==> config.mk <==
export PLATFORM = sky130hd
export DESIGN_NAME = multicycle_ctrl
export DESIGN_NICKNAME = d
export VERILOG_FILES = /design/src/rtl/rv32i_ctrl_pkg.sv /design/src/rtl/opclass_decode.sv /design/src/rtl/multicycle_ctrl.sv
export SDC_FILE = /design/constraint.sdc
export NUM_CORES = 1
export LEC_CHECK = 0
export ABC_AREA = 1
export CORE_MARGIN = 1.5
export CORE_UTILIZATION = 33
export DETAILED_ROUTE_END_ITERATION = 12
export GPL_ROUTABILITY_DRIVEN = 1
export GPL_TIMING_DRIVEN = 1
export PLACE_DENSITY_LB_ADDON = 0.25
export SLEW_MARGIN = 5
export SYNTH_ARGS = -nofsm -noshare
export SYNTH_HDL_FRONTEND = slang
export SYNTH_SLANG_ARGS = --single-unit
export TNS_END_PERCENT = 1
==> constraint.sdc <==
create_clock -name clk -period 1.3 [get_ports clk]
set_clock_uncertainty 0.1 [all_clocks]
set_input_delay 0.26 -clock clk [delete_from_list [all_inputs] [get_ports clk]]
set_output_delay 0.26 -clock clk [all_outputs]
set_load 0.01 [all_outputs]
==> src/rtl/rv32i_ctrl_pkg.sv <==
// Shared definitions for the RV32I multicycle control path.
// Contents: supported opcode constants, FSM state encoding, alu_op / pc_src /
// wb_sel codes, the one-hot opcode class record and a helper that maps an
// opcode class to its write-back source. The datapath imports the same codes.
package rv32i_ctrl_pkg;

    // Supported base opcodes (instruction bits [6:0])
    localparam logic [6:0] OPC_R      = 7'b0110011;
    localparam logic [6:0] OPC_I      = 7'b0010011;
    localparam logic [6:0] OPC_LOAD   = 7'b0000011;
    localparam logic [6:0] OPC_STORE  = 7'b0100011;
    localparam logic [6:0] OPC_BRANCH = 7'b1100011;
    localparam logic [6:0] OPC_LUI    = 7'b0110111;
    localparam logic [6:0] OPC_JAL    = 7'b1101111;

    // FETCH is all-zero so the debug state port reads FETCH while in reset
    typedef enum logic [2:0] {
        S_FETCH  = 3'd0,
        S_DECODE = 3'd1,
        S_EXEC   = 3'd2,
        S_MEM    = 3'd3,
        S_WB     = 3'd4,
        S_TRAP   = 3'd5
    } state_e;

    localparam logic [3:0] ALU_ADD    = 4'd0;
    localparam logic [3:0] ALU_RFUNCT = 4'd1;
    localparam logic [3:0] ALU_IFUNCT = 4'd2;
    localparam logic [3:0] ALU_BRCMP  = 4'd3;

    localparam logic [1:0] PC_PLUS4  = 2'b00;
    localparam logic [1:0] PC_BRANCH = 2'b01;
    localparam logic [1:0] PC_JUMP   = 2'b10;

    localparam logic [1:0] WB_ALU = 2'b00;
    localparam logic [1:0] WB_MEM = 2'b01;
    localparam logic [1:0] WB_PC4 = 2'b10;
    localparam logic [1:0] WB_IMM = 2'b11;

    // One-hot instruction class; all-zero means unsupported opcode
    typedef struct packed {
        logic r;
        logic i;
        logic load;
        logic store;
        logic branch;
        logic lui;
        logic jal;
    } opclass_t;

    // Register-file write source for an instruction class
    function automatic logic [1:0] wb_sel_for(input opclass_t cls);
        logic [1:0] sel;
        if (cls.load) begin
            sel = WB_MEM;
        end else if (cls.jal) begin
            sel = WB_PC4;
        end else if (cls.lui) begin
            sel = WB_IMM;
        end else begin
            sel = WB_ALU;
        end
        return sel;
    endfunction

endpackage

==> src/rtl/opclass_decode.sv <==
// Opcode classifier.
// Ports: opcode (7b, from IR) in; opclass (one-hot class record) and
// supported (opcode is one of the seven handled classes) out. Pure logic.
module opclass_decode
    import rv32i_ctrl_pkg::*;
(
    input  logic [6:0] opcode,
    output opclass_t   opclass,
    output logic       supported
);

    // Map opcode to its one-hot class; unknown opcodes leave every bit clear
    always_comb begin
        opclass = 7'b0;
        case (opcode)
            OPC_R:      opclass.r      = 1'b1;
            OPC_I:      opclass.i      = 1'b1;
            OPC_LOAD:   opclass.load   = 1'b1;
            OPC_STORE:  opclass.store  = 1'b1;
            OPC_BRANCH: opclass.branch = 1'b1;
            OPC_LUI:    opclass.lui    = 1'b1;
            OPC_JAL:    opclass.jal    = 1'b1;
            default:    opclass        = 7'b0;
        endcase
        supported = |opclass;
    end

endmodule

==> src/rtl/multicycle_ctrl.sv <==
// Multicycle RV32I subset control unit (FETCH/DECODE/EXEC/MEM/WB/TRAP).
// Inputs: clk, rst_n (async, active-low), opcode (from IR), branch_taken
// (ALU compare), mem_ready (memory completes the pending request).
// Outputs: mem_req/mem_we/mem_addr_sel memory control, ir_write, pc_write,
// pc_src, reg_write, wb_sel, alu_src, alu_op, illegal (sticky trap flag) and
// state (debug). Outputs decode from state and opcode; mem_ready reaches only
// ir_write/pc_write and branch_taken only pc_src.
module multicycle_ctrl
    import rv32i_ctrl_pkg::*;
(
    input  logic       clk,
    input  logic       rst_n,
    input  logic [6:0] opcode,
    input  logic       branch_taken,
    input  logic       mem_ready,
    output logic       mem_req,
    output logic       mem_we,
    output logic       mem_addr_sel,
    output logic       ir_write,
    output logic       pc_write,
    output logic [1:0] pc_src,
    output logic       reg_write,
    output logic [1:0] wb_sel,
    output logic       alu_src,
    output logic [3:0] alu_op,
    output logic       illegal,
    output logic [2:0] state
);

    state_e   state_q;
    state_e   state_d;
    opclass_t cls_s;
    logic     supported_s;

    opclass_decode u_opclass_decode (
        .opcode    (opcode),
        .opclass   (cls_s),
        .supported (supported_s)
    );

    // State register; reset returns to FETCH from anywhere, also leaving TRAP
    always_ff @(posedge clk or negedge rst_n) begin
        if (!rst_n) begin
            state_q <= S_FETCH;
        end else begin
            state_q <= state_d;
        end
    end

    // Next state and control strobes
    always_comb begin
        state_d      = state_q;
        mem_req      = 1'b0;
        mem_we       = 1'b0;
        mem_addr_sel = 1'b0;
        ir_write     = 1'b0;
        pc_write     = 1'b0;
        pc_src       = PC_PLUS4;
        reg_write    = 1'b0;
        wb_sel       = WB_ALU;
        alu_src      = 1'b0;
        alu_op       = ALU_ADD;
        illegal      = 1'b0;
        // While reset is asserted every strobe stays low, including the
        // fetch request that the FETCH state would otherwise raise.
        if (!rst_n) begin
            state_d = S_FETCH;
        end else begin
            case (state_q)
                S_FETCH: begin
                    mem_req = 1'b1;
                    if (mem_ready) begin
                        ir_write = 1'b1;
                        state_d  = S_DECODE;
                    end else begin
                        state_d  = S_FETCH;
                    end
                end
                S_DECODE: begin
                    if (supported_s) begin
                        state_d = S_EXEC;
                    end else begin
                        state_d = S_TRAP;
                    end
                end
                S_EXEC: begin
                    if (cls_s.r) begin
                        alu_op  = ALU_RFUNCT;
                        state_d = S_WB;
                    end else if (cls_s.i) begin
                        alu_src = 1'b1;
                        alu_op  = ALU_IFUNCT;
                        state_d = S_WB;
                    end else if (cls_s.load || cls_s.store) begin
                        alu_src = 1'b1;
                        alu_op  = ALU_ADD;
                        state_d = S_MEM;
                    end else if (cls_s.branch) begin
                        alu_op   = ALU_BRCMP;
                        pc_write = 1'b1;
                        pc_src   = branch_taken ? PC_BRANCH : PC_PLUS4;
                        state_d  = S_FETCH;
                    end else if (cls_s.lui || cls_s.jal) begin
                        state_d = S_WB;
                    end else begin
                        // IR changed to an unsupported opcode after DECODE
                        state_d = S_TRAP;
                    end
                end
                S_MEM: begin
                    mem_req      = 1'b1;
                    mem_addr_sel = 1'b1;
                    mem_we       = cls_s.store;
                    if (mem_ready) begin
                        if (cls_s.store) begin
                            // A store retires here: its single PC update
                            pc_write = 1'b1;
                            state_d  = S_FETCH;
                        end else begin
                            state_d  = S_WB;
                        end
                    end else begin
                        state_d = S_MEM;
                    end
                end
                S_WB: begin
                    reg_write = 1'b1;
                    pc_write  = 1'b1;
                    wb_sel    = wb_sel_for(cls_s);
                    pc_src    = cls_s.jal ? PC_JUMP : PC_PLUS4;
                    state_d   = S_FETCH;
                end
                S_TRAP: begin
                    illegal = 1'b1;
                    state_d = S_TRAP;
                end
                default: begin
                    state_d = S_FETCH;
                end
            endcase
        end
    end

    assign state = state_q;

endmodule

==> flow_metrics.tcl, run 1 <==
set metrics [dict create \
    maxCapViolCount 0 \
    slowest_delay_ns 0.41 \
    rrSetupSlack_ns -0.17 \
    layout-drive-gt1-share 0.579 \
    fin_crit_ns 1.81 \
    grt_max_degree 8 \
    fin_ws_ns -0.510 \
    criticalPathCategory "reg2out" \
    clkTransAtPathRegs_ns 0.04 \
    firstDrtPassIters 4 \
    worstSetupEndpointType "output pin" \
    cellPowerDensity_nw_per_um2 508 \
    rsz0062_at_grt "true" \
    yosys.area.top_type "nand2_1" \
    yosysSeqAreaShare 0.149 \
    finalSetupViolations 18 \
    initialDrtViolationCount 15 \
    ant_nets 0 \
    vdd_ir_drop_max_mv 0.534 \
    post-place-cells 160 \
    port-buffer-count 27 \
    final_cell_count_no_fill 167 \
    gp_congestion 0.804 \
    wl_per_cell_um 12.4 \
    dieArea_um2 1780 \
    placed_cell_area_um2 1010 \
    required_ns 0.94 \
    timing.fmax_mhz 553 \
    largest_reg_flops 3 \
    worstSkewPairLatency_ns 0.24 \
    cp_slowest_cell "dfrtp_1" \
    grt_pass1_vias 811 \
    worstSetupStartpointType "flop" \
    die_height_um 42.1 \
    via_count 827 \
    crit_fanout 4 \
    die_w_um 42.1 \
    numCtsBuffers 3 \
    track_usage 0.246 \
    drc 0 \
    ys_types 24 \
    post-dp-hpwl_mm 1.41 \
    synth_top_area_frac 0.156 \
    synthCells 91 \
    std_cell_rows 13 \
    min_path_type "in2async" \
    critical_path_buf_inv_count 2 \
    globalRouteOverflowTotal 0 \
    vias_per_cell 4.95 \
    final_cell_mix "buf_4, nand2_1, buf_2" \
    p_leak_nw 0.630 \
    worstPathArrival_ns 1.45 \
    drt_wl_total_mm 2.07 \
    violations "negative setup slack" \
    cts_buffer_depth 2 \
    antennaDiodeCount 0 \
    syn-cell-area_um2 505 \
    clock-root-buffer "clkbuf_4" \
    drv_slew 0 \
    syn_area_per_cell_um2 5.55 \
    cts_htree_levels 1 \
    antenna_found_initial 0 \
    cpLargestDelayFamily "simple AND/OR/NAND/NOR gates" \
    period_share 1.39 \
    final_cell_area_um2 1120 \
    layout_commonest_cell "buf_4" \
    clock-sinks 3 \
    ys_ff_latch 3 \
    grt_pass1_wl_mm 3.42 \
    ys_warn_count 0 \
    synthTopCellsByArea "nand2_1, dfrtp_1, nor2_1, inv_1, nand3_1" \
    initial_core_util 0.370 \
    path_cells "or2_4, nor3_4, inv_2, a21oi_2, buf_2" \
    cts_tree "done" \
    hold_viol 0 \
    fillers 91 \
    area_delta_synth_final_pct 121 \
    fin_nets 164 \
    status "finished with violations" \
    io_pins 30 \
    core_um2 1370 \
]
-- Yosys cell counts --
master and instances:
nand2_1 21, nor2_1 17, inv_1 13, nand3_1 8, a21oi_1 5, dfrtp_1 3
nor3_1 3, buf_4 2, inv_2 2, nand4_1 2, nor2_2 2, a21boi_1 1
a21oi_2 1, and3_1 1, buf_6 1, conb_1 1, nand2_2 1, nand2_4 1
nor2b_4 1, nor3_2 1, o2111ai_1 1, o211ai_2 1, o21ai_0 1, or2_1 1
-- cell families (layout without fill, tap and decap cells) --
| group | Yosys count | after routing | synth area share |
|---|---|---|---|
| other | 1 | 2 | 0.00742 |
| flip-flops | 3 | 3 | 0.149 |
| AND/OR/NAND/NOR | 59 | 59 | 0.547 |
| AO/OA/AOI/OAI | 10 | 10 | 0.134 |
| buffers and inverters | 18 | 78 | 0.163 |
-- worst reg2reg max path, cell delays in order (launching register included) --
cell and delay (ns):
dfrtp_1 0.41, buf_4 0.17, buf_4 0.13, nand3_1 0.10, buf_4 0.12, a21boi_2 0.15
nand3_1 0.08, nand2_1 0.06, inv_1 0.03
-- repair_timing --
action,4_1_cts,5_1_grt
pin swaps,8,0
hold buffers,0,0
endpoints found under the setup margin,20,20
gates resized for setup,93,17
endpoints found under the hold margin,0,0
gates cloned,0,0
buffers inserted,3,0
-- worst paths after layout --
check	startpoint	endpoint	depth (start not counted)
worst max-delay path	state[0]	wb_sel[0]	5
worst min-delay path	rst_n	state[1]	2
worst max register to register	state[0]	state[2]	8
worst min register to register	state[2]	state[2]	5
max in group asynchronous	rst_n	state[0]	2
min in group clk	rst_n	state[2]	4
-- per-stage QoR --
stage	setup WS (ns)	utilization	power, W	hold slack (ns)	setup TNS, ns
2_1_floorplan	-0.236	-	0.000208	-0.136	-1.86
3_3_place_gp	-0.965	0.743	0.000354	0.569	-14.32
3_5_place_dp	-1.06	0.743	0.000361	0.568	-14.70
4_1_cts	-0.482	0.786	0.000549	0.0501	-6.37
5_1_grt	-0.610	0.818	0.000604	0.0563	-7.95
6_report	-0.510	0.818	0.000567	0.0589	-6.63
-- power by group --
group	switching (W)	leakage (nW)	total [W]	internal [W]
sequential	0.00000972	0.0404	0.000111	0.000101
clock	0.0000509	0.0150	0.000166	0.000115
combinational	0.000144	0.575	0.000290	0.000145
total	0.000205	0.630	0.000567	0.000362
-- cell type report --
| cell class | instances | area, um2 | area share |
|---|---|---|---|
| Multi-Input combinational cell | 71 | 474 | 0.424 |
| Timing Repair Buffer | 59 | 462 | 0.413 |
| Sequential cell | 3 | 75.1 | 0.0672 |
| Inverter | 15 | 61.3 | 0.0549 |
| Clock buffer | 4 | 26.3 | 0.0235 |
| Tap cell | 15 | 18.8 | 0.0168 |
-- routing by layer --
| metal | up-vias | share of wire | track usage |
|---|---|---|---|
| met5 | - | 0 | 0 |
| met4 | 0 | 0 | 0.0875 |
| met3 | 0 | 0.051 | 0.0647 |
| met2 | 33 | 0.53 | 0.434 |
| li1 | 409 | - | - |
| met1 | 385 | 0.41 | 0.285 |
Note: power is estimated with default switching activity, not from simulation.
==> run 2, diff against run 1 <==
--- a/config.mk
+++ b/config.mk
@@ -7,7 +7,7 @@
 export LEC_CHECK = 0
 export ABC_AREA = 1
 export CORE_MARGIN = 1.5
-export CORE_UTILIZATION = 33
+export CORE_UTILIZATION = 34
 export DETAILED_ROUTE_END_ITERATION = 12
 export GPL_ROUTABILITY_DRIVEN = 1
 export GPL_TIMING_DRIVEN = 1
@@ -15,5 +15,6 @@
 export SLEW_MARGIN = 5
 export SYNTH_ARGS = -nofsm -noshare
 export SYNTH_HDL_FRONTEND = slang
+export SYNTH_HIERARCHICAL = 1
 export SYNTH_SLANG_ARGS = --single-unit
 export TNS_END_PERCENT = 1
==> run 2 against run 1 <==
Net effect: the run still ends with negative setup slack left; setup slack got worse by 0.053 ns; worst hold slack improved by 0.052 ns; highest routed layer is now met4; core utilization rose by 3.8 points; flip-flop and latch count did not move; critical endpoint is now pc_write; final area rose by 18%.
==> flow_metrics.tcl, run 2 <==
set metrics [dict create \
    status "finished with violations" \
    violations "negative setup slack" \
    synth.most_common_cell "nand2_1" \
    hold_viol 0 \
    fillers 83 \
    dieArea_um2 1930 \
    cts_htree_levels 1 \
    post-dp-hpwl_mm 1.47 \
    p_leak_nw 0.714 \
    die_w_um 43.9 \
    worstSetupEndpointType "output pin" \
    syn-cell-area_um2 569 \
    required_ns 0.94 \
    firstDrtPassIters 4 \
    synth_commonest_cells "nand2_1, nor2_1, inv_1" \
    final_cell_area_um2 1320 \
    finalSetupViolations 18 \
    synth_top_area_frac 0.165 \
    clkPwrFrac 0.311 \
    seqCellArea_um2 77.6 \
    maxCapViolCount 0 \
    antenna_found_initial 0 \
    globalRouteOverflowTotal 0 \
    clkTransAtPathRegs_ns 0.04 \
    numCtsBuffers 3 \
    fin_crit_ns 1.86 \
    ys_warn_count 6 \
    clock-sinks 3 \
    largest_reg_flops 3 \
    drc 0 \
    placed_cell_area_um2 1130 \
    syn_area_per_cell_um2 5.22 \
    core_um2 1540 \
    via_count 1015 \
    area_delta_synth_final_pct 132 \
    post-place-cells 184 \
    multiInputGateArea_um2 503 \
    p_int_w 0.000351 \
    cellPowerDensity_nw_per_um2 417 \
    crit_fanout 3 \
    power_w 0.000551 \
    criticalPathCategory "in2out" \
    final_cell_mix "buf_4, nand2_1, nor2_1, buf_2" \
    gp_congestion 0.879 \
    worstSetupStartpointType "input port" \
    hold_buffers 0 \
    initialDrtViolationCount 16 \
    ant_nets 0 \
    io_pins 30 \
    std_cell_rows 14 \
    holdWs_ns 0.111 \
    period_share 1.43 \
    die_height_um 43.9 \
    wl_per_cell_um 12.8 \
    vdd_ir_drop_max_mv 0.717 \
    port-buffer-count 27 \
    clock-root-buffer "clkbuf_4" \
    layout_commonest_cell "buf_4" \
    ys_types 21 \
    grt_use_met2 0.506 \
    fin_ws_ns -0.563 \
    grtUsageMet1 0.334 \
    layout-drive-gt1-share 0.637 \
    grt_max_degree 8 \
    p_comb_frac 0.487 \
    antennaDiodeCount 0 \
    worstPathArrival_ns 1.50 \
    ys_ff_latch 3 \
    grt_pass1_vias 935 \
    p_seq_frac 0.202 \
    synthCells 109 \
    synthArstFlopShare 1.00 \
    worstSkewPairLatency_ns 0.24 \
    cts_tree "done" \
    synth_ff_type "dfrtp_1" \
    r2r_cells 9 \
    drv_slew 0 \
    track_usage 0.287 \
    grt.busiest_layer "met2" \
    yosys.area.top_type "nand2_1" \
    p_sw_frac 0.362 \
    vias_per_cell 4.93 \
    rsz0062_at_grt "true" \
    final_cell_count_no_fill 206 \
    grt_pass1_wl_mm 4.13 \
    timing.fmax_mhz 537 \
    fin_nets 202 \
    min_path_type "in2async" \
    initial_core_util 0.369 \
    yosysSeqAreaShare 0.132 \
    synthTopCellsByArea "nand2_1, nor2_1, dfrtp_1, inv_1, nand3_2" \
    p_switching_w 0.000200 \
    synth_edf_count 0 \
    drt_wl_total_mm 2.64 \
    use_met3 0.0833 \
    cts_buffer_depth 2 \
]
[run 2: critical path: stages]
cell     delay [ns]
buf_6          0.10
inv_4          0.05
nand2_4        0.05
nor2_4         0.14
buf_4          0.13
nand2_2        0.06
inv_2          0.10
nand2_1        0.07
o21ai_1        0.24
nor2_1         0.08
nor2_1         0.09
buf_2          0.13
[run 2: metal layers]
| metal | up-vias | share of wire |
|---|---|---|
| met4 | 0 | 0.017 |
| met1 | 473 | 0.41 |
| met5 | - | 0 |
| met3 | 6 | 0.061 |
| met2 | 38 | 0.52 |
| li1 | 498 | - |
[run 2: final cells by class]
| class | instances | area share |
|---|---|---|
| well taps | 16 | 0.0152 |
| inverters | 22 | 0.0731 |
| repair buffers | 78 | 0.452 |
| clock buffers | 4 | 0.0199 |
| flip-flops and latches | 3 | 0.0588 |
| multi-input cells | 83 | 0.381 |
[run 2: logic make-up (layout without fill, tap and decap cells)]
logic type	Yosys count	count (layout)	share of synthesized area
AND/OR/NAND/NOR	72	72	0.607
buffers and inverters	24	104	0.171
other	1	2	0.00659
flip-flops	3	3	0.132
AO/OA/AOI/OAI	9	9	0.0835
[run 2: power groups by stage]
stage | sequential, W | clock, W | combinational, W
after global placement | 0.000109 | 0 | 0.000220
after global routing | 0.000111 | 0.000184 | 0.000285
after floorplan | 0.000112 | 0 | 0.0000846
after CTS | 0.000110 | 0.000171 | 0.000242
final | 0.000111 | 0.000171 | 0.000268
after detailed placement | 0.000109 | 0 | 0.000226
[run 2: metrics by stage]
stage	worst slack (ns)	util	setup TNS, ns
after floorplan	-0.202	-	-1.29
after global placement	-1.26	0.735	-16.59
after detailed placement	-1.32	0.735	-17.11
after CTS	-0.487	0.811	-6.11
after global routing	-0.653	0.856	-8.41
final	-0.563	0.856	-7.23
[run 2: worst paths after layout]
| kind | startpoint | endpoint | slack (ns) |
|---|---|---|---|
| setup / recovery | opcode[2] | pc_write | -0.56 |
| hold / removal | rst_n | state[2] | 0.11 |
| setup reg to reg | state[1] | state[1] | -0.29 |
| hold reg to reg | state[2] | state[2] | 0.77 |
| max in group asynchronous | rst_n | state[0] | 0.88 |
| min in group clk | rst_n | state[2] | 0.49 |
[run 2: what timing repair did]
| item | CTS | global route |
|---|---|---|
| endpoints found under the hold margin | 0 | 0 |
| pin swaps | 17 | 18 |
| setup buffers | 16 | 2 |
| resized for setup | 115 | 18 |
| setup endpoints to repair | 20 | 20 |
